## config.mk

```make
export PLATFORM = sky130hd
export DESIGN_NAME = instr_fetch_unit_flat
export DESIGN_NICKNAME = d
export VERILOG_FILES = /design/src/rtl/instr_fetch_unit_if.sv /design/src/rtl/instr_fetch_unit.sv /design/src/flat_wrapper.sv
export SDC_FILE = /design/constraint.sdc
export NUM_CORES = 1
export LEC_CHECK = 0
export ABC_AREA = 0
export CAP_MARGIN = 20
export CORE_MARGIN = 2
export CORE_UTILIZATION = 42
export DETAILED_ROUTE_END_ITERATION = 10
export PLACE_DENSITY = 0.69
export SYNTH_ARGS = -nofsm -noshare
export SYNTH_HDL_FRONTEND = slang
export SYNTH_SLANG_ARGS = --single-unit
```

## constraint.sdc

```tcl
create_clock -name clk_i -period 18.2 [get_ports clk_i]
set_input_delay 5.46 -clock clk_i [delete_from_list [all_inputs] [get_ports clk_i]]
set_output_delay 5.46 -clock clk_i [all_outputs]
set_load 0.02 [all_outputs]
```

## src/rtl/instr_fetch_unit_if.sv

```systemverilog
// Fetch-stage bundle: instruction memory port, redirect request and the decode handshake.
// master = fetch unit, slave = memory/decode environment.
interface instr_fetch_unit_if;
    logic [31:0] imem_addr_o;
    logic [31:0] imem_rdata_i;
    logic        redirect_i;
    logic [31:0] redirect_pc_i;
    logic        instr_valid_o;
    logic        instr_ready_i;
    logic [31:0] instr_o;
    logic [31:0] instr_pc_o;
    logic        fetch_fault_o;

    modport master (
        output imem_addr_o,
        input  imem_rdata_i,
        input  redirect_i,
        input  redirect_pc_i,
        output instr_valid_o,
        input  instr_ready_i,
        output instr_o,
        output instr_pc_o,
        output fetch_fault_o
    );

    modport slave (
        input  imem_addr_o,
        output imem_rdata_i,
        output redirect_i,
        output redirect_pc_i,
        input  instr_valid_o,
        output instr_ready_i,
        input  instr_o,
        input  instr_pc_o,
        input  fetch_fault_o
    );
endinterface

```

## src/rtl/instr_fetch_unit.sv

```systemverilog
// Fetch stage: owns the fetch PC, captures combinational imem data into a small
// prefetch queue and hands {pc, instr, fault} to decode; redirects flush the queue.
module instr_fetch_unit #(
    parameter logic [31:0] RESET_PC  = 32'h0000_0000,
    parameter int unsigned DEPTH     = 2,
    parameter logic [31:0] MEM_LIMIT = 32'd4095
) (
    input  logic               clk_i,
    input  logic               rst_ni,
    instr_fetch_unit_if.master bus
);
    localparam int PW = $clog2(DEPTH);
    localparam int CW = $clog2(DEPTH + 1);

    typedef struct packed {
        logic [31:0] pc;
        logic [31:0] instr;
        logic        fault;
    } entry_t;

    entry_t        q [DEPTH];
    entry_t        head;
    logic [PW-1:0] rd_ptr, wr_ptr;
    logic [CW-1:0] count;
    logic [31:0]   fetch_pc;
    logic          halted;
    logic          fault, nonempty, full, push, pop;

    assign fault    = (fetch_pc[1:0] != 2'b00) || (fetch_pc > MEM_LIMIT);
    assign nonempty = (count != '0);
    assign full     = (count == CW'(DEPTH));

    assign bus.imem_addr_o   = fetch_pc;
    assign bus.instr_valid_o = nonempty && !bus.redirect_i;
    assign pop               = bus.instr_valid_o && bus.instr_ready_i;
    // A pop frees the slot in the same cycle, so a full queue keeps streaming.
    assign push              = !bus.redirect_i && !halted && (!full || pop);

    // Empty queue presents zeros so reset/flush never expose stale storage.
    assign head              = nonempty ? q[rd_ptr] : '0;
    assign bus.instr_o       = head.instr;
    assign bus.instr_pc_o    = head.pc;
    assign bus.fetch_fault_o = head.fault;

    always_ff @(posedge clk_i) begin
        if (push) begin
            q[wr_ptr] <= '{pc: fetch_pc, instr: fault ? 32'h0 : bus.imem_rdata_i, fault: fault};
        end
    end

    always_ff @(posedge clk_i or negedge rst_ni) begin
        if (!rst_ni) begin
            fetch_pc <= RESET_PC;
            halted   <= 1'b0;
            rd_ptr   <= '0;
            wr_ptr   <= '0;
            count    <= '0;
        end else if (bus.redirect_i) begin
            fetch_pc <= bus.redirect_pc_i;
            halted   <= 1'b0;
            rd_ptr   <= '0;
            wr_ptr   <= '0;
            count    <= '0;
        end else begin
            if (push) begin
                wr_ptr <= wr_ptr + PW'(1);
                // A faulted fetch parks the PC on the offending address until redirect.
                if (fault) halted   <= 1'b1;
                else       fetch_pc <= fetch_pc + 32'd4;
            end
            if (pop) rd_ptr <= rd_ptr + PW'(1);
            count <= count + CW'(push) - CW'(pop);
        end
    end
endmodule

```

## src/flat_wrapper.sv

```systemverilog
// flat-port wrapper written by rule: the top's interface ports become plain ports
module instr_fetch_unit_flat 
#(
    parameter logic [31:0] RESET_PC  = 32'h0000_0000,
    parameter int unsigned DEPTH     = 2,
    parameter logic [31:0] MEM_LIMIT = 32'd4095
)
  (clk_i, rst_ni, bus_imem_addr_o, bus_imem_rdata_i, bus_redirect_i, bus_redirect_pc_i, bus_instr_valid_o, bus_instr_ready_i, bus_instr_o, bus_instr_pc_o, bus_fetch_fault_o);
  instr_fetch_unit_if bus_i ();
  input  logic clk_i;
  input  logic rst_ni;
  output wire logic [$bits(bus_i.imem_addr_o)-1:0] bus_imem_addr_o;
  input wire logic [$bits(bus_i.imem_rdata_i)-1:0] bus_imem_rdata_i;
  input wire logic [$bits(bus_i.redirect_i)-1:0] bus_redirect_i;
  input wire logic [$bits(bus_i.redirect_pc_i)-1:0] bus_redirect_pc_i;
  output wire logic [$bits(bus_i.instr_valid_o)-1:0] bus_instr_valid_o;
  input wire logic [$bits(bus_i.instr_ready_i)-1:0] bus_instr_ready_i;
  output wire logic [$bits(bus_i.instr_o)-1:0] bus_instr_o;
  output wire logic [$bits(bus_i.instr_pc_o)-1:0] bus_instr_pc_o;
  output wire logic [$bits(bus_i.fetch_fault_o)-1:0] bus_fetch_fault_o;
  assign bus_imem_addr_o = bus_i.imem_addr_o;
  assign bus_i.imem_rdata_i = bus_imem_rdata_i;
  assign bus_i.redirect_i = bus_redirect_i;
  assign bus_i.redirect_pc_i = bus_redirect_pc_i;
  assign bus_instr_valid_o = bus_i.instr_valid_o;
  assign bus_i.instr_ready_i = bus_instr_ready_i;
  assign bus_instr_o = bus_i.instr_o;
  assign bus_instr_pc_o = bus_i.instr_pc_o;
  assign bus_fetch_fault_o = bus_i.fetch_fault_o;
  instr_fetch_unit #(.RESET_PC(RESET_PC), .DEPTH(DEPTH), .MEM_LIMIT(MEM_LIMIT)) u_core (.clk_i(clk_i), .rst_ni(rst_ni), .bus(bus_i));
endmodule
```

==> flow_summary.yaml <==
placement:
  dp_slack_ns: 5.882
  dp_hpwl_mm: 9.490
  place_congestion: 0.7528
  io_buffer_count: 165
power:
  power_density_nw_per_um2: 113.4
  ir_worst_vdd_v: 0.00006319
  cellLeakagePower_uw: 0.003272
finish:
  n_fill_cell: 1303
  layout-drive-gt1-share_pct: 10.82
  antenna_cells: 0
  multiInputGateArea_um2: 2046
  finalNetCount: 714
  final-seq-area_um2: 4833
  area_growth_pct: 35.14
grt:
  antenna_found_initial: 0
  overflow: 0
  grt_max_degree: 66
  grt_use_total_pct: 17.41
  grt_pass1_wl_mm: 23.69
  grt_pass1_vias: 4553
timing:
  fmax_mhz: 81.40
  tightest_slew_ns: 0.9526
  maxSlewViolCount: 0
  rsz0062_at_grt: "false"
  tns_ns: 0
  finClkSkew_ns: 0.006768
  setup_viol: 0
  fin_crit_sh_pct: 67.50
  timing.final.crit_period_ns: 12.29
  max-slew-margin-rel_pct: 36.50
  setup_slack_ns: 5.915
  finalHoldViolCount: 0
route:
  ant_nets: 0
  vias: 4418
  via_per_inst: 5.043
  dr.pass1.iters: 5
  drt-total-wl_mm: 15.05
  wire_per_inst_um: 17.18
  drt-initial-drc-count: 257
  drc: 0
hold_path:
  worstHoldPathType: "reg -> reg"
cts:
  clk_latency_ns: 0.42
  cts_sinks: 167
  h-tree-depth: 4
  numCtsBuffers: 17
  cts_root_buf: "clkbuf_16"
  postCtsSetupBuffers: 0
  ctsResizeCount: 0
  cts.path.max_buffers: 2
  ctsHoldBuffers: 0
  cts_tree: "yes"
  cts.reportedPaths.clkPinSlew_ns: 0.06
die:
  die_area_um2: 17710
  core_area_um2: 16410
  num_rows: 47
  io_pins: 166
  initial_core_util_pct: 42.64
  die_h_um: 133.1
  die_w_um: 133.1
logic_synthesis:
  netlist.area_leader.share_pct: 55.79
  syn_area_um2: 6997
  async_flop_share_pct: 22.16
  synth_cell_type_count: 41
  yosysSeqAreaShare_pct: 69.03
  ys_warn_count: 0
  synth-seq-cells: 167
  synth_area_per_cell_um2: 14.61
  synth_cells: 479
  synthFlopType: "edfxtp_1"
  synthTopCellsByArea: "edfxtp_1 (56%), dfrtp_1 (13%), mux2i_1 (9.3%)"
  yosys.area.top_type: "edfxtp_1"
  syn-num-nets: 550
  synth_edf_count: 130
critical_path:
  crit_path_start_kind: "input port"
  cp.arrival_ns: 6.83
  worst-setup-path-type: "in -> out"
  cp_max_fo: 39
  cp-end-kind: "primary output"
  required_ns: 12.74
job:
  drv_cap: 0
run_status:
  outcome: "completed"
## worst max-delay path: stages
cell	delay, ns
buf_2	0.64
nor2_1	0.14
clkdlybuf4s50_1	0.57
## cells by family after synthesis
kind of cell	synth area share, %
AOI/OAI and AO/OA	2.468
buffers and inverters	2.003
xor gates and xnor gates	0.3756
muxes	12.68
adders and majority gates	0.5365
and+or+nand+nor	12.91
DFF	69.03
## worst paths after layout
path                                                     endpoint  depth (start not counted)                                   start  slack [ns]
min                                     u_core.q[0][57]$_DFFE_PP_                          0  u_core.bus.imem_addr_o[24]$_DFFE_PN0P_        0.52
min reg2reg                             u_core.q[0][57]$_DFFE_PP_                          0  u_core.bus.imem_addr_o[24]$_DFFE_PN0P_        0.52
min in group asynchronous  u_core.bus.imem_addr_o[27]$_DFFE_PN0P_                          1                                  rst_ni        5.16
max in group asynchronous               u_core.rd_ptr$_DFFE_PN0P_                          1                                  rst_ni       12.41
max reg2reg                             u_core.count[1]$_DFF_PN0_                          9               u_core.count[1]$_DFF_PN0_       15.82
max                                             bus_instr_valid_o                          3                          bus_redirect_i        5.91
## layout by cell type, fill, tap and decap left out, drive strengths merged, types with 2 or more instances in the layout
master,netlist,final
nor2,82,82
clkdlybuf4s50,0,163
edfxtp,130,130
and2,34,34
mux2i,65,65
a21oi,3,3
clkbuf,11,22
nand3,7,7
xor2,2,2
inv,7,9
or3,3,3
clkinv,1,2
and4,2,2
o31ai,6,6
mux2,21,21
nor4,7,7
a31oi,8,8
ha,3,3
nor2b,3,3
dfrtp,37,37
and3,2,2
o21ai,6,6
nand4,8,8
buf,14,7
or4,6,6
clkinvlp,0,5
bufinv,0,2
## Yosys cell counts, types with 2 or more instances
cell type,instances
xor2_1,2
or3_1,3
nor2b_1,3
dfrtp_1,37
nand4_1,6
a21oi_1,3
mux2i_1,65
nor4_4,5
nand3_1,7
and2_1,34
or4_1,6
o31ai_1,6
nor2_1,82
clkbuf_1,11
and3_1,2
edfxtp_1,130
nor4_1,2
buf_2,7
buf_1,6
mux2_2,21
a31oi_1,8
inv_1,7
ha_1,3
o21ai_0,6
## per-stage QoR
step / instances / utilization (%) / area, um^2 / hold slack [ns] / total power (uW)
after floorplan: 479 / - / 6997 / 0.5359 / 607.7
after global placement: 843 / 53.98 / 8856 / 0.5082 / 728.1
after detailed placement: 844 / 54.07 / 8871 / 0.5042 / 731.2
after CTS: 876 / 57.63 / 9455 / 0.5195 / 1084
after global routing: 876 / 57.63 / 9455 / 0.5382 / 1117
final: 876 / 57.63 / 9455 / 0.5162 / 1072
## routing by layer
layer / vias to the layer above / GRT usage, % / wire (um) / part of all wire (%)
li1: 2089 / - / - / -
met3: 9 / 6.054 / 1030 / 6.8
met5: - / 0 / 0 / 0
met2: 156 / 28.79 / 7413 / 49
met4: 0 / 5.257 / 89 / 0.59
met1: 2164 / 21.67 / 6520 / 43
## flip-flops by register name, indices dropped and copies added (netlist names)
register                cells
u_core.bus.imem_addr_o     32
u_core.rd_ptr               1
u_core.wr_ptr               1
u_core.count                2
u_core.halted               1
u_core.q                  130
## power breakdown
part / switching (uW) / total (uW) / leakage [uW] / internal (uW)
Sequential: 25.3 / 463 / 0.00168 / 437
Clock: 142 / 352 / 0.000269 / 210
Combinational: 137 / 257 / 0.00133 / 120
Total: 305 / 1070 / 0.00327 / 768
## layout make-up
class	instances	area share [%]
Multi-Input combinational cell	279	21.64
Tap cell	220	2.911
Inverter	8	0.3176
Timing Repair Buffer	170	17.84
Clock inverter	10	1.270
Sequential cell	167	51.12
Clock buffer	22	4.909
Power figures use the tool's default switching activity.
